### config.mk
export PLATFORM = sky130hd
export DESIGN_NAME = clk_pulse_gen
export DESIGN_NICKNAME = d
export VERILOG_FILES = /design/src/rtl/clk_pulse_gen.sv
export SDC_FILE = /design/constraint.sdc
export NUM_CORES = 1
export LEC_CHECK = 0
export BUFFER_PORTS_ARGS = -buffer_cell sky130_fd_sc_hd__buf_4
export CORE_ASPECT_RATIO = 0.8
export CORE_MARGIN = 3
export CORE_UTILIZATION = 33
export CTS_CLUSTER_DIAMETER = 200
export DETAILED_ROUTE_END_ITERATION = 16
export GPL_ROUTABILITY_DRIVEN = 0
export SLEW_MARGIN = 20
export SYNTH_ARGS = -nofsm -noshare
export SYNTH_HDL_FRONTEND = slang
export SYNTH_SLANG_ARGS = --single-unit
export TNS_END_PERCENT = 100
### constraint.sdc
create_clock -name clk -period 6.5 [get_ports clk]
set_input_delay 0.975 -clock clk [delete_from_list [all_inputs] [get_ports clk]]
set_output_delay 0.975 -clock clk [all_outputs]
set_load 0.01 [all_outputs]
### src/rtl/clk_pulse_gen.sv
// clk_pulse_gen: programmable clock generator with phase offset, high/low times and a one-deep config slot.
// All outputs are registered from the FSM state, so clk_out trails its state by one clk cycle.
module clk_pulse_gen #(
  parameter int CNT_W = 16
) (
  input  logic             clk,
  input  logic             rst,
  input  logic             en,
  input  logic             cfg_valid,
  output logic             cfg_ready,
  input  logic [CNT_W-1:0] cfg_phase,
  input  logic [CNT_W-1:0] cfg_ton,
  input  logic [CNT_W-1:0] cfg_toff,
  output logic             cfg_err,
  output logic             clk_out,
  output logic             rise,
  output logic             fall,
  output logic             running
);
  typedef enum logic [1:0] {IDLE, PHASE, HIGH, LOW} state_t;
  state_t state_q;
  logic [CNT_W-1:0] cnt_q, ph_q, ton_q, toff_q, pph_q, pton_q, ptoff_q;
  logic [CNT_W-1:0] ph_e, ton_e;
  logic pend_q, clk_out_q, rise_q, fall_q, err_q, run_q;
  logic cfg_ok, cfg_bad, bound, apply;
  assign cfg_ready = !pend_q;
  assign cfg_ok    = cfg_valid && !pend_q && cfg_ton != '0 && cfg_toff != '0;
  assign cfg_bad   = cfg_valid && !pend_q && (cfg_ton == '0 || cfg_toff == '0);
  assign bound     = state_q == LOW && en && cnt_q == '0;
  // pending config only lands while idle or exactly at a period boundary
  assign apply     = pend_q && (state_q == IDLE || bound);
  assign ph_e      = apply ? pph_q : ph_q;
  assign ton_e     = apply ? pton_q : ton_q;
  assign cfg_err   = err_q;
  assign clk_out   = clk_out_q;
  assign rise      = rise_q;
  assign fall      = fall_q;
  assign running   = run_q;
  always_ff @(posedge clk or posedge rst) begin
    if (rst) begin
      state_q   <= IDLE;
      cnt_q     <= '0;
      ph_q      <= '0;
      ton_q     <= CNT_W'(1);
      toff_q    <= CNT_W'(1);
      pph_q     <= '0;
      pton_q    <= '0;
      ptoff_q   <= '0;
      pend_q    <= 1'b0;
      clk_out_q <= 1'b0;
      rise_q    <= 1'b0;
      fall_q    <= 1'b0;
      err_q     <= 1'b0;
      run_q     <= 1'b0;
    end else begin
      clk_out_q <= state_q == HIGH;
      rise_q    <= state_q == HIGH && !clk_out_q;
      fall_q    <= state_q != HIGH && clk_out_q;
      run_q     <= state_q != IDLE;
      err_q     <= cfg_bad;
      if (apply) begin
        ph_q   <= pph_q;
        ton_q  <= pton_q;
        toff_q <= ptoff_q;
        pend_q <= 1'b0;
      end
      if (cfg_ok) begin
        pph_q   <= cfg_phase;
        pton_q  <= cfg_ton;
        ptoff_q <= cfg_toff;
        pend_q  <= 1'b1;
      end
      case (state_q)
        IDLE: if (en) begin
          state_q <= ph_e != '0 ? PHASE : HIGH;
          cnt_q   <= ph_e != '0 ? ph_e - 1'b1 : ton_e - 1'b1;
        end
        PHASE: if (!en) state_q <= IDLE;
          else if (cnt_q == '0) begin
            state_q <= HIGH;
            cnt_q   <= ton_q - 1'b1;
          end else cnt_q <= cnt_q - 1'b1;
        HIGH: if (cnt_q == '0) begin
            state_q <= LOW;
            cnt_q   <= toff_q - 1'b1;
          end else cnt_q <= cnt_q - 1'b1;
        default: if (!en) state_q <= IDLE;
          else if (cnt_q == '0) begin
            state_q <= HIGH;
            cnt_q   <= ton_e - 1'b1;
          end else cnt_q <= cnt_q - 1'b1;
      endcase
    end
  end
endmodule

==> flow_summary.toml <==
[clock_network]
cts_resized = 0
cts_setup_buffers = 0
clkSlewWorstSetupHoldPaths_ns = 0.06
cts_tree = "done"
clk_latency_ns = 0.42
cts_max_path_buffers = 2
cts_buffers = 17
htreeDepth = 4
cts_hold_buf = 0
numClockSinks = 120
cts_root_buf = "clkbuf_16"

[floorplan]
die-area_um2 = 23200
row_count = 47
start_util_pct = 33.9
die_x_um = 170
die_y_um = 137
core_region_area_um2 = 20900
ios = 58

[cells_and_area]
fillers = 2048
instances_no_fill = 1100
layout-drive-gt1-share_pct = 20.3
area_delta_synth_final_pct = 18.6
fin_util_pct = 40.2
nNetsFinal = 877
n_antenna_cell = 0

[timing]
relSlewSlack_pct = 45.9
hold_ws_ns = 0.440
post-route-period-util_pct = 74.5
worstMarginPinSlew_ns = 0.809
slew_viol_final = 0
fin_tns_setup_ns = 0
max_freq_ghz = 0.207
hold_viol = 0
fin_crit_ns = 4.84
rsz0062_at_grt = "no"
fin_skew_ns = 0.00906
setup_viol = 0

[pwr]
p_comb_share_pct = 42.8
switching_share_pct = 41.8
p_total_mw = 4.42
p_switching_mw = 1.85
clkPwrFrac_pct = 22.8
p_int_mw = 2.57
ir_worst_vdd_mv = 0.227
leakage_nw = 3.55
p_per_area_nw_per_um2 = 527
pwr-share-seq_pct = 34.4

[detailed_routing]
dr.first_iter.drc_count = 572
route.detailed.drc = 0
vias_per_cell = 5.42
vias = 5961
wl_per_cell_um = 17.9
route.antenna.remaining_nets = 0
dr.pass1.iters = 5
drt_wl_total_um = 19700

[placed_design]
port_buffers = 57
hpwl_um = 14300
placed_cells = 1068

[setup_path]
path_cells = "inv_1 > ha_1 > or4b_2 > or4_1 > o21a_2 > buf_4 > mux2i_1 > ha_1 > nand3b_1 > nor3_1 > mux2i_1 > and2_1 > a2bb2oi_1 > nor4b_1 > a311oi_1"
required_ns = 6.74
cp_slowest_cell = "or4b_2"
endpoint_kind = "flip-flop"
critPathMaxStageDelay_ns = 0.61
arrival_ns = 5.09
worstPathMaxFanout = 58
crit_family = "simple AND/OR/NAND/NOR gates"
worstSetupPathType = "reg2reg"
worst-path-buf-inv = 2
worst_setup_path_start_kind = "flip-flop"

[global_route]
use_met2_pct = 26.7
grt_pass1_wl_um = 31800
grt.busiest_layer = "met2"
track_usage_pct = 17.6
grt_max_degree = 63
grt_overflow_total = 0
grtUsageMet1_pct = 24.5
antenna_found_initial = 0
grt_pass1_vias = 5811
grtUsageMet3_pct = 4.07

[job]
drv_cap = 0

[worst_hold_path]
worst_hold_path_type = "reg2reg"

[synthesis]
synth_cell_types = 66
synth-edff-count = 0
synth_area_leader_cell = "dfrtp_1"
synth_area_um2 = 7070
synth_nets = 826
synth_most_common_cell = "nand2_1"
postSynthCellCount = 767
synthTopCellsByArea = "dfrtp_1, mux2_2, nand2_1"
syn-mean-instance-area_um2 = 9.22
ys_seq_elements = 120
synth_warnings = 0
synth-main-ff-cell = "dfrtp_1"
synth-seq-area-share_pct = 42.5
synthArstFlopShare_pct = 100
ys_top_cells_by_count = "nand2_1, dfrtp_1, mux2_2"
synth_top_area_share_pct = 41.8

[run_status]
status = "finished clean"
==> layout make-up <==
| type | instances | area, um2 | share of cell area (%) |
|---|---|---|---|
| multi-input combinational | 589 | 3830 | 45.7 |
| clock inverter | 13 | 196 | 2.34 |
| clock buffer | 19 | 433 | 5.16 |
| timing repair buffer | 65 | 488 | 5.82 |
| inverter | 25 | 96.3 | 1.15 |
| tap | 269 | 337 | 4.01 |
| sequential | 120 | 3010 | 35.8 |
==> power groups by stage <==
stage               clock, mW  combinational, mW  sequential [mW]
floorplan                   0               1.42             1.39
global placement            0               1.85             1.51
detailed placement          0               1.85             1.52
CTS                      1.03               1.87             1.51
global route             1.06               2.08             1.58
finish                   1.01               1.89             1.52
==> path summary, 6_finish.rpt <==
path                                from         to  slack, ns  cells after the start
worst min register to register   clk_out       rise       0.44                      1
worst max register to register  cnt_q[0]   cnt_q[2]       1.66                     15
worst max-delay path            cnt_q[0]   cnt_q[2]       1.66                     15
max in group asynchronous            rst  cnt_q[12]       4.52                      3
worst min-delay path             clk_out       rise       0.44                      1
min in group asynchronous            rst   pph_q[0]       0.69                      2
==> flip-flops by register name, summed over array words and instances, names as in the netlist, 2 cells and up <==
signal,flops
toff_q,16
pph_q,16
ptoff_q,16
cnt_q,16
ph_q,16
state_q,2
pton_q,16
ton_q,16
==> cells in the final DEF, fill, tap and decap left out, types with 19 or more instances in the layout <==
cell type,instances
a21oi_1,29
buf_4,65
dfrtp_1,118
inv_1,24
mux2_2,61
nand2_1,135
nor2_1,57
nor3_1,31
nor4_1,22
o21ai_0,29
xnor2_1,38
xor2_1,19
==> cell families after synthesis <==
group / synth area share, %
multiplexers: 12.9
AO/OA/AOI/OAI: 11.4
AND/OR/NAND/NOR: 21.4
adder cells (fa/ha/maj): 1.24
flip-flops: 42.5
XOR/XNOR: 7.06
buffers and inverters: 3.41
==> routing by layer <==
layer	share of wire, %	routed length [um]
met5	0	0
met1	46	9040
met4	2.8	549
met3	7.3	1450
met2	44	8680
==> through the flow <==
step                worst slack, ns  cell area [um2]
floorplan                      1.94             7070
global placement               1.98             7760
detailed placement             1.91             7760
CTS                            1.81             8390
global route                   1.44             8390
finish                         1.66             8390
==> worst reg2reg max path, stage by stage (launching register included) <==
cell and delay, ns:
dfrtp_1 0.43, inv_1 0.11, ha_1 0.14, or4b_2 0.61
or4_1 0.55, o21a_2 0.34, buf_4 0.36, mux2i_1 0.37
ha_1 0.22, nand3b_1 0.08, nor3_1 0.30, mux2i_1 0.19
and2_1 0.28, a2bb2oi_1 0.23, nor4b_1 0.37, a311oi_1 0.10
Power figures use the tool's default switching activity.
